`src/rtl/tpu_seq_pkg.sv`:
```
// Shared state encoding and tpuv1 register map for the tpu_job_seq host-side sequencer.
package tpu_seq_pkg;

  typedef enum logic [3:0] {
    IDLE,
    LD_A_REQ,
    LD_A_WAIT,
    LD_B_REQ,
    LD_B_WAIT,
    CLR_C,
    START,
    COMPUTE,
    RD_C,
    WR_C
  } state_e;

  localparam logic [15:0] TPU_A_BASE = 16'h0100;
  localparam logic [15:0] TPU_B_BASE = 16'h0200;
  localparam logic [15:0] TPU_C_BASE = 16'h0300;
  localparam logic [15:0] TPU_START  = 16'h0400;

  // C row r keeps its low half at +16r and its high half at +16r+8; word k = 2r + half.
  function automatic logic [15:0] c_word_addr(input int unsigned k);
    return TPU_C_BASE + 16'(16 * (k >> 1)) + 16'(8 * (k & 1));
  endfunction

endpackage

```
`src/rtl/tpu_job_seq.sv`:
```
// Runs one tpuv1 job end to end: load A and B rows from memory, clear C, start,
// wait out the compute window, then copy the C words back to memory.
module tpu_job_seq
  import tpu_seq_pkg::*;
#(
  parameter int unsigned DIM            = 8,
  parameter int unsigned DATAW          = 64,
  parameter int unsigned ADDRW          = 16,
  parameter int unsigned MEM_AW         = 32,
  parameter int unsigned COMPUTE_CYCLES = 4 * DIM
) (
  input  logic              clk,
  input  logic              rst_n,
  input  logic              job_valid,
  output logic              job_ready,
  input  logic [MEM_AW-1:0] a_base,
  input  logic [MEM_AW-1:0] b_base,
  input  logic [MEM_AW-1:0] c_base,
  output logic              job_done,
  output logic              rd_valid,
  input  logic              rd_ready,
  output logic [MEM_AW-1:0] rd_addr,
  input  logic              rsp_valid,
  input  logic [DATAW-1:0]  rsp_data,
  output logic              wr_valid,
  input  logic              wr_ready,
  output logic [MEM_AW-1:0] wr_addr,
  output logic [DATAW-1:0]  wr_data,
  output logic              tpu_r_w,
  output logic [ADDRW-1:0]  tpu_addr,
  output logic [DATAW-1:0]  tpu_dataIn,
  input  logic [DATAW-1:0]  tpu_dataOut
);

  localparam int unsigned CNTW  = $clog2(2 * DIM) + 1;
  localparam int unsigned WAITW = $clog2(COMPUTE_CYCLES + 1);

  localparam logic [CNTW-1:0]  ROW_LAST  = CNTW'(DIM - 1);
  localparam logic [CNTW-1:0]  WORD_LAST = CNTW'(2 * DIM - 1);
  localparam logic [WAITW-1:0] WAIT_LOAD = WAITW'(COMPUTE_CYCLES);

  state_e              state_q;
  logic [MEM_AW-1:0]   a_base_q;
  logic [MEM_AW-1:0]   b_base_q;
  logic [MEM_AW-1:0]   c_base_q;
  logic [MEM_AW-1:0]   rd_addr_q;
  logic                rd_valid_q;
  logic [MEM_AW-1:0]   wr_addr_q;
  logic [DATAW-1:0]    wr_data_q;
  logic                wr_valid_q;
  logic [CNTW-1:0]     cnt_q;
  logic [WAITW-1:0]    wait_q;

  logic [CNTW-1:0]     cnt_inc;
  logic                rsp_take;
  logic                row_last;
  logic                word_last;

  assign cnt_inc   = cnt_q + CNTW'(1);
  assign row_last  = (cnt_q == ROW_LAST);
  assign word_last = (cnt_q == WORD_LAST);

  // A response is consumed in the WAIT state, or in the REQ state when the
  // memory answers in the same cycle it accepts the request.
  always_comb begin
    case (state_q)
      LD_A_REQ, LD_B_REQ:   rsp_take = rd_ready && rsp_valid;
      LD_A_WAIT, LD_B_WAIT: rsp_take = rsp_valid;
      default:              rsp_take = 1'b0;
    endcase
  end

  // The tpuv1 port is strobed for exactly one cycle per access and must carry
  // rsp_data in the cycle it arrives, so it is decoded rather than registered.
  always_comb begin
    // NOTE: every always_comb output gets a default first so no path infers a latch.
    tpu_r_w    = 1'b0;
    tpu_addr   = '0;
    tpu_dataIn = '0;
    case (state_q)
      LD_A_REQ, LD_A_WAIT: begin
        if (rsp_take) begin
          tpu_r_w    = 1'b1;
          tpu_addr   = ADDRW'(TPU_A_BASE + (16'(cnt_q) << 3));
          tpu_dataIn = rsp_data;
        end
      end
      LD_B_REQ, LD_B_WAIT: begin
        if (rsp_take) begin
          tpu_r_w    = 1'b1;
          tpu_addr   = ADDRW'(TPU_B_BASE);
          tpu_dataIn = rsp_data;
        end
      end
      CLR_C: begin
        tpu_r_w  = 1'b1;
        tpu_addr = ADDRW'(c_word_addr(32'(cnt_q)));
      end
      START: begin
        tpu_r_w  = 1'b1;
        tpu_addr = ADDRW'(TPU_START);
      end
      RD_C: begin
        tpu_addr = ADDRW'(c_word_addr(32'(cnt_q)));
      end
      default: ;
    endcase
  end

  always_ff @(posedge clk) begin
    // NOTE: sequential state uses non-blocking assignments only; later ones in
    // the same branch deliberately override earlier ones.
    if (!rst_n) begin
      state_q    <= IDLE;
      a_base_q   <= '0;
      b_base_q   <= '0;
      c_base_q   <= '0;
      rd_addr_q  <= '0;
      rd_valid_q <= 1'b0;
      wr_addr_q  <= '0;
      wr_data_q  <= '0;
      wr_valid_q <= 1'b0;
      cnt_q      <= '0;
      wait_q     <= '0;
    end else begin
      case (state_q)
        IDLE: begin
          if (job_valid) begin
            a_base_q   <= a_base;
            b_base_q   <= b_base;
            c_base_q   <= c_base;
            cnt_q      <= '0;
            rd_addr_q  <= a_base;
            rd_valid_q <= 1'b1;
            state_q    <= LD_A_REQ;
          end
        end

        LD_A_REQ, LD_A_WAIT: begin
          if (state_q == LD_A_REQ && rd_ready) begin
            rd_valid_q <= 1'b0;
            state_q    <= LD_A_WAIT;
          end
          if (rsp_take) begin
            rd_valid_q <= 1'b1;
            if (row_last) begin
              cnt_q     <= '0;
              rd_addr_q <= b_base_q;
              state_q   <= LD_B_REQ;
            end else begin
              cnt_q     <= cnt_inc;
              rd_addr_q <= a_base_q + MEM_AW'(cnt_inc);
              state_q   <= LD_A_REQ;
            end
          end
        end

        LD_B_REQ, LD_B_WAIT: begin
          if (state_q == LD_B_REQ && rd_ready) begin
            rd_valid_q <= 1'b0;
            state_q    <= LD_B_WAIT;
          end
          if (rsp_take) begin
            if (row_last) begin
              cnt_q      <= '0;
              rd_valid_q <= 1'b0;
              state_q    <= CLR_C;
            end else begin
              cnt_q      <= cnt_inc;
              rd_addr_q  <= b_base_q + MEM_AW'(cnt_inc);
              rd_valid_q <= 1'b1;
              state_q    <= LD_B_REQ;
            end
          end
        end

        CLR_C: begin
          if (word_last) begin
            cnt_q   <= '0;
            state_q <= START;
          end else begin
            cnt_q <= cnt_inc;
          end
        end

        START: begin
          wait_q  <= WAIT_LOAD;
          state_q <= COMPUTE;
        end

        COMPUTE: begin
          wait_q <= wait_q - WAITW'(1);
          if (wait_q <= WAITW'(1)) begin
            cnt_q   <= '0;
            state_q <= RD_C;
          end
        end

        RD_C: begin
          wr_data_q  <= tpu_dataOut;
          wr_addr_q  <= c_base_q + MEM_AW'(cnt_q);
          wr_valid_q <= 1'b1;
          state_q    <= WR_C;
        end

        WR_C: begin
          if (wr_ready) begin
            wr_valid_q <= 1'b0;
            if (word_last) begin
              cnt_q   <= '0;
              state_q <= IDLE;
            end else begin
              cnt_q   <= cnt_inc;
              state_q <= RD_C;
            end
          end
        end

        default: state_q <= IDLE;
      endcase
    end
  end

  assign job_ready = (state_q == IDLE);
  assign job_done  = (state_q == WR_C) && wr_ready && word_last;
  assign rd_valid  = rd_valid_q;
  assign rd_addr   = rd_addr_q;
  assign wr_valid  = wr_valid_q;
  assign wr_addr   = wr_addr_q;
  assign wr_data   = wr_data_q;

endmodule

```
`config.mk`:
```
export PLATFORM = sky130hd
export DESIGN_NAME = tpu_job_seq
export DESIGN_NICKNAME = d
export VERILOG_FILES = /design/src/rtl/tpu_seq_pkg.sv /design/src/rtl/tpu_job_seq.sv
export SDC_FILE = /design/constraint.sdc
export NUM_CORES = 1
export LEC_CHECK = 0
export ABC_CLOCK_PERIOD_IN_PS = 3450
export BUFFER_PORTS_ARGS = -buffer_cell sky130_fd_sc_hd__buf_4
export CAP_MARGIN = 20
export CORE_ASPECT_RATIO = 0.5
export CORE_UTILIZATION = 39
export CTS_CLUSTER_DIAMETER = 40
export DETAILED_ROUTE_END_ITERATION = 6
export PLACE_DENSITY = 0.63
export SLEW_MARGIN = 5
export SYNTH_ARGS = -nofsm -noshare
export SYNTH_HDL_FRONTEND = slang
export SYNTH_SLANG_ARGS = --single-unit
```
`constraint.sdc`:
```
create_clock -name clk -period 3.45 [get_ports clk]
set_clock_uncertainty 0.1 [all_clocks]
set_input_delay 0 -clock clk [delete_from_list [all_inputs] [get_ports clk]]
set_output_delay 0 -clock clk [all_outputs]
set_load 0.05 [all_outputs]
```
Word level (Yosys, flattened, before mapping)
Cells that the tools add are included.
{"block": "totals", "register_bits": 241, "input_bits": 230, "elab_cells": 107}
{"block": "op_classes", "add_sub_neg": 8, "n_lt_le_gt_ge": 1, "n_eq_ne": 21, "mux": 43, "n_reduce_logical": 23}
{"operator": "$mux 32", "count": 5}
{"operator": "$mux 64", "count": 2}
{"operator": "$add 32x5->32", "count": 3}
{"operator": "$pmux 32 s3", "count": 1}
{"operator": "$pmux 12 s4", "count": 1}
{"operator": "$mux 4", "count": 9}
{"operator": "$pmux 4 s8", "count": 1}
{"operator": "$mux 5", "count": 6}
{"operator": "$pmux 5 s5", "count": 1}
{"operator": "$mux 10", "count": 2}
{"operator": "$eq 4x3->1 const B", "count": 4}
{"operator": "$ne 2x2->1 const B", "count": 7}
{"operator": "$add 11x4->12", "count": 1}
{"operator": "$pmux 6 s2", "count": 1}
{"operator": "$reduce_or 2->1", "count": 6}
{"operator": "$add 10x8->11 const A", "count": 1}
{"operator": "$add 9x8->10 const A", "count": 1}
{"operator": "$reduce_and 5->1", "count": 2}
{"operator": "$eq 4x2->1 const B", "count": 2}
{"operator": "$eq 4x4->1 const B", "count": 2}
{"operator": "$mux 1", "count": 8}
{"operator": "$le 6x1->1 const B", "count": 1}
{"operator": "$ne 3x3->1 const B", "count": 2}
{"operator": "$pmux 1 s2", "count": 3}
{"operator": "18 further kinds", "count": 24}

Logic depth before layout (Yosys ltp)
{"block": "depth", "ltp_word": 5, "depth_mapped": 13, "depth_no_buf": 12}

Worst setup path after synthesis
Ideal clock, no wire load.
{"block": "synth_timing", "path_type": "reg-to-reg", "startpoint": "reg state_q[0]", "endpoint": "reg a_base_q[28]", "t_arrival_ps": 3323, "required_ps": 3218, "setup_slack_ps": -105, "stages_incl_launch_ff": 9, "n_path_buf": 4, "synth_period_minus_slack_ps": 3555, "path_cell_list": "dfxtp_1 clkbuf_1 buf_2 nor4_1 nand2_1 clkbuf_1 clkbuf_1 nand2_1 a21oi_1"}
{"block": "synth_between", "elab_chain_len": 2}
{"item": "from (decl)", "line": "tpu_job_seq.sv:42", "rtl": "state_e state_q;"}
{"item": "from (signal assigned)", "line": "tpu_job_seq.sv:114", "rtl": "state_q <= IDLE;"}
{"item": "from (signal assigned)", "line": "tpu_job_seq.sv:135", "rtl": "state_q <= LD_A_REQ;"}
{"item": "from (signal assigned)", "line": "tpu_job_seq.sv:142", "rtl": "state_q <= LD_A_WAIT;"}
{"item": "$logic_not 4->1"}
{"item": "named net job_ready", "line": "tpu_job_seq.sv:15", "rtl": "output logic job_ready,"}
{"item": "$reduce_and 2->1 (no line)"}
{"item": "to (signal assigned)", "line": "tpu_job_seq.sv:129", "rtl": "a_base_q <= a_base;"}
{"item": "to (decl)", "line": "tpu_job_seq.sv:43", "rtl": "logic [MEM_AW-1:0] a_base_q;"}
The timed path passes the listed nets, and every way through them passes these cells.
A chain may end at the register's enable or synchronous reset.

Final worst setup path
{"block": "layout_timing", "startpoint": "reg cnt_q[0]", "endpoint": "reg rd_addr_q[21] (netlist: rd_addr[21])"}
{"block": "layout_between", "elab_chain_len": 5, "word_cells_on_any_way": 11, "cone_classes": "add/sub (3); eq/ne (2); mux (5); reduce/logical (1)"}
{"item": "from (decl)", "line": "tpu_job_seq.sv:51", "rtl": "logic [CNTW-1:0] cnt_q;"}
{"item": "from (signal assigned)", "line": "tpu_job_seq.sv:151", "rtl": "cnt_q <= cnt_inc;"}
{"item": "from (signal assigned)", "line": "tpu_job_seq.sv:169", "rtl": "cnt_q <= cnt_inc;"}
{"item": "from (signal assigned)", "line": "tpu_job_seq.sv:182", "rtl": "cnt_q <= cnt_inc;"}
{"item": "$add 5x1->5", "line": "tpu_job_seq.sv:59", "rtl": "assign cnt_inc = cnt_q + CNTW'(1);"}
{"item": "$add 32x5->32 (on tied branches)", "line": "tpu_job_seq.sv:170, tpu_job_seq.sv:152"}
{"item": "$mux 32 (on tied branches)", "line": "tpu_job_seq.sv:164, tpu_job_seq.sv:146"}
{"item": "$mux 32 (on tied branches)", "line": "tpu_job_seq.sv:163, tpu_job_seq.sv:144"}
{"item": "$pmux 32 s3", "line": "tpu_job_seq.sv:126", "rtl": "case (state_q)"}
{"item": "to (signal assigned)", "line": "tpu_job_seq.sv:133", "rtl": "rd_addr_q <= a_base;"}
{"item": "to (signal assigned)", "line": "tpu_job_seq.sv:148", "rtl": "rd_addr_q <= b_base_q;"}
{"item": "to (signal assigned)", "line": "tpu_job_seq.sv:170", "rtl": "rd_addr_q <= b_base_q + MEM_AW'(cnt_inc);"}
{"item": "to (decl)", "line": "tpu_job_seq.sv:46", "rtl": "logic [MEM_AW-1:0] rd_addr_q;"}
Parallel ways exist; a longest one is shown, timed or not. The select of a mux whose other input is x is not followed.

==> impl_results.md <==
- Cell Area, Synth: approximately 12000 um2
- Nature of the critical path endpoint: flop
- Routed WL: 50.0 mm
- CTS Sinks: 241
- WHS Endpoint: b_base_q[11]
- Worst Path Required: 3760 ps
- Combinational Power Share: 43.7%
- Root cell of the clock tree: clkbuf_16
- Core Area: 30600 um2
- Initial Util: 40.1%
- FP Rows: 45
- Slew @ Worst Pin: 1130 ps
- H-tree lvl count: 1
- Die Area: 32300 um2
- WS Path Type: reg2reg
- Clk buf depth: 3
- Min-delay src: b_base[11]
- Post-synth EDFFs: 0
- Fin Setup TNS: 0 ps
- Drt drc: 0
- Final core occ: 61.5%
- DRT antenna net count: 0
- Detailed Route Iter0 Violations: 1325
- Highest achievable clock rate: 307 MHz
- Die W: 253 um
- Fin nets: 2438
- Maximum VDD drop: roughly 0.42 mV
- Initial antenna violation count: 2
- Vias in the first global route: 12989
- Yosys reg bits: approximately 240
- RSZ-0062 raised after global routing: false
- Critical Path Fanout Max: 8
- Status: finished, final reports clean
- First-pass GRT wire length: 75.0 mm
- Buffers on Ports: 434
- Max_slew headroom: between 20% and 30%
- Via count: 14035
- Worst R2R Start: cnt_q[0]
- IO Pins: 443
- Clock slew at reported path FFs: 70 ps
- Worst skew pair latency: 550 ps
- Top FF cell, synth: dfxtp_1
- Crit path arrival time: ~3600 ps
- CP Launch Type: flop
- Routed length per placed instance: 19.0 um
- Gate Count Post-Synth: 1615
- Power share of the sequential group: 30.5%
- Internal power component: approximately 6.8 mW
- Largest net degree at the start of global routing: between 100 and 150
- Reg2reg end: rd_addr[21]
- Post-layout min period: 3260 ps
- Seq/Total Area, Yosys: between 30 and 40%
- Switching Share: 43.6%
- R2r setup slk: 190 ps
- PD cells: around 640 nW/um2
- Hold crit path type: in2reg
- Num CTS Buffers: 29
- Setup Fix Bufs, Post-CTS: 0
- Async SR Flop Fraction: 0%
- WHS Path Cells: 4
- Final Max Tran Viols: 0
- Fill count: 2807
- Global Route Usage Sum: 29.3%
- Post-route setup slack: 192 ps
- Synth warn: 0
- DRT Pass-1 Iters: 7
- Fin crit share: between 90% and 100%
- Final hold vios: 0
- Routability cong.: 0.920
- Vias/cell: between 5 and 6
- Leak: 7.67 nW
- Share of cells above drive strength 1: 24.5%
- Mean Syn Cell Area: roughly 7.6 um2
- Share of Yosys cell area claimed by the top area cell type: 39.3%
- Total grt overflow: 0
- Final setup fails: 0
- HPWL Detailed: ~34 mm
- Pre-CTS setup slack: 146 ps
- CTS tree: done
- MaxCap Viol Count: 0
- Clock Power Share: around a quarter
- Die Y: 128 um
- Area growth, synth to finish: 53.2%
- Synth area leader: dfxtp_1
- Top area cells in the synthesized netlist: dfxtp_1 (39%), nand2_1 (12%), a21oi_1 (9.9%)
- Netlist cell types: roughly 70
- Reg2reg path depth: 12
- Net switching power: 5.26 mW
[what timing repair did]
action                                  CTS  global route
endpoints found under the setup margin    0             6
hold buffers                            191             0
gates resized for setup                   0             2
hold endpoints to repair                198             0
[kinds of logic (layout without fill, tap and decap cells)]
kind of cell,count (synthesis),count (layout),share of synthesized area (%)
XOR/XNOR,85,85,6.06
AO/OA/AOI/OAI,477,477,23.2
flip-flops,241,241,39.3
multiplexers,1,1,0.0815
adder cells (fa/ha/maj),23,23,2.53
AND/OR/NAND/NOR,632,632,23.5
buffers and inverters,155,739,5.27
other,1,10,0.0305
[critical path: stages, from the launching register on]
cell	delay (ps)
dfxtp_1	360
ha_1	290
nand3_1	130
inv_1	50
ha_1	310
inv_1	80
ha_1	330
nand4_1	260
buf_4	270
a2111oi_2	410
xor2_1	110
a222oi_1	300
a31oi_1	120
[power groups by stage]
| stage | Sequential [mW] | Combinational (mW) | Clock, mW |
|---|---|---|---|
| final | 3.68 | 5.27 | 3.11 |
| after global placement | 3.71 | 4.93 | 0 |
| after CTS | 3.66 | 5.20 | 3.16 |
| after global routing | 3.72 | 5.63 | 3.28 |
| after floorplan | 3.92 | 3.01 | 0 |
| after detailed placement | 3.71 | 4.93 | 0 |
[layout make-up]
| class | count | area (um2) | area share, % |
|---|---|---|---|
| Tap cell | 423 | 529 | 2.81 |
| Sequential cell | 241 | 4830 | 25.6 |
| Clock buffer | 35 | 788 | 4.19 |
| Antenna cell | 2 | 5.00 | 0.0266 |
| Timing Repair Buffer | 660 | 5500 | 29.2 |
| Clock inverter | 17 | 185 | 0.984 |
| Inverter | 27 | 106 | 0.565 |
| Multi-Input combinational cell | 1226 | 6890 | 36.6 |
[metrics by stage]
step	std cells	area, um2	hold slack (ps)	total power [mW]
floorplan	1622	12300	36.0	6.93
global placement	2386	15900	146	8.64
detailed placement	2386	15900	155	8.64
CTS	2629	18800	122	12.0
global route	2631	18800	148	12.6
finish	2631	18800	143	12.1
[synthesized netlist by cell type, drive strengths merged, types with 9 or more instances]
| master | instances |
|---|---|
| and2 | 71 |
| o21ai | 94 |
| a222oi | 14 |
| o2111ai | 16 |
| xor2 | 31 |
| nand3 | 24 |
| buf | 34 |
| a21oi | 242 |
| dfxtp | 241 |
| a211oi | 21 |
| nor2 | 61 |
| and3 | 10 |
| a221oi | 11 |
| inv | 27 |
| o211ai | 12 |
| nand4 | 17 |
| nor3 | 23 |
| clkbuf | 94 |
| xnor2 | 54 |
| o21a | 9 |
| a31oi | 19 |
| ha | 20 |
| nand2 | 380 |
[flip-flops by register name, summed over array words and instances, names as in the netlist]
signal    count
c_base_q     32
rd_valid      1
a_base_q     32
wr_data      64
cnt_q         5
wait_q        6
rd_addr      32
b_base_q     32
wr_addr      32
state_q       4
wr_valid      1
[worst max path at each step]
stage | startpoint | endpoint | slack, ps | cells past startpoint
6_report | cnt_q[0] | rd_addr[21] | 190 | 12
5_1_grt | cnt_q[0] | rd_addr[13] | 6 | 11
4_1_cts | cnt_q[0] | rd_addr[30] | 120 | 12
3_5_place_dp | cnt_q[0] | rd_addr[30] | 150 | 12
3_3_place_gp | cnt_q[0] | rd_addr[24] | 260 | 12
2_1_floorplan | cnt_q[0] | rd_addr[11] | 480 | 12
[cells in the final DEF, fill, tap and decap left out, types with 9 or more instances in the layout]
cell type      Yosys  final
dlygate4sd3_1      0    191
a21oi_1          242    242
nor2_1            58     58
xnor2_1           54     54
nand4_1           16     16
inv_1             27     26
xor2_1            31     31
a222oi_1          14     14
o211ai_1          12     12
o21ai_0           92     92
dfxtp_1          241    240
and3_1            10     10
o21a_1             9      9
nand3_1           24     24
nor3_1            22     21
and2_1            70     69
a31oi_1           19     19
o2111ai_1         16     16
ha_1              20     20
a211oi_1          21     21
buf_4              8    464
clkbuf_16          0     29
a221oi_1          11     11
nand2_1          380    379
[metal layers]
| layer | global-route usage, % | wire, um |
|---|---|---|
| met5 | 0 | 0 |
| met4 | 9.16 | 1380 |
| met3 | 4.99 | 3910 |
| met2 | 47.1 | 23000 |
| met1 | 40.2 | 21700 |
Power figures use the tool's default switching activity.
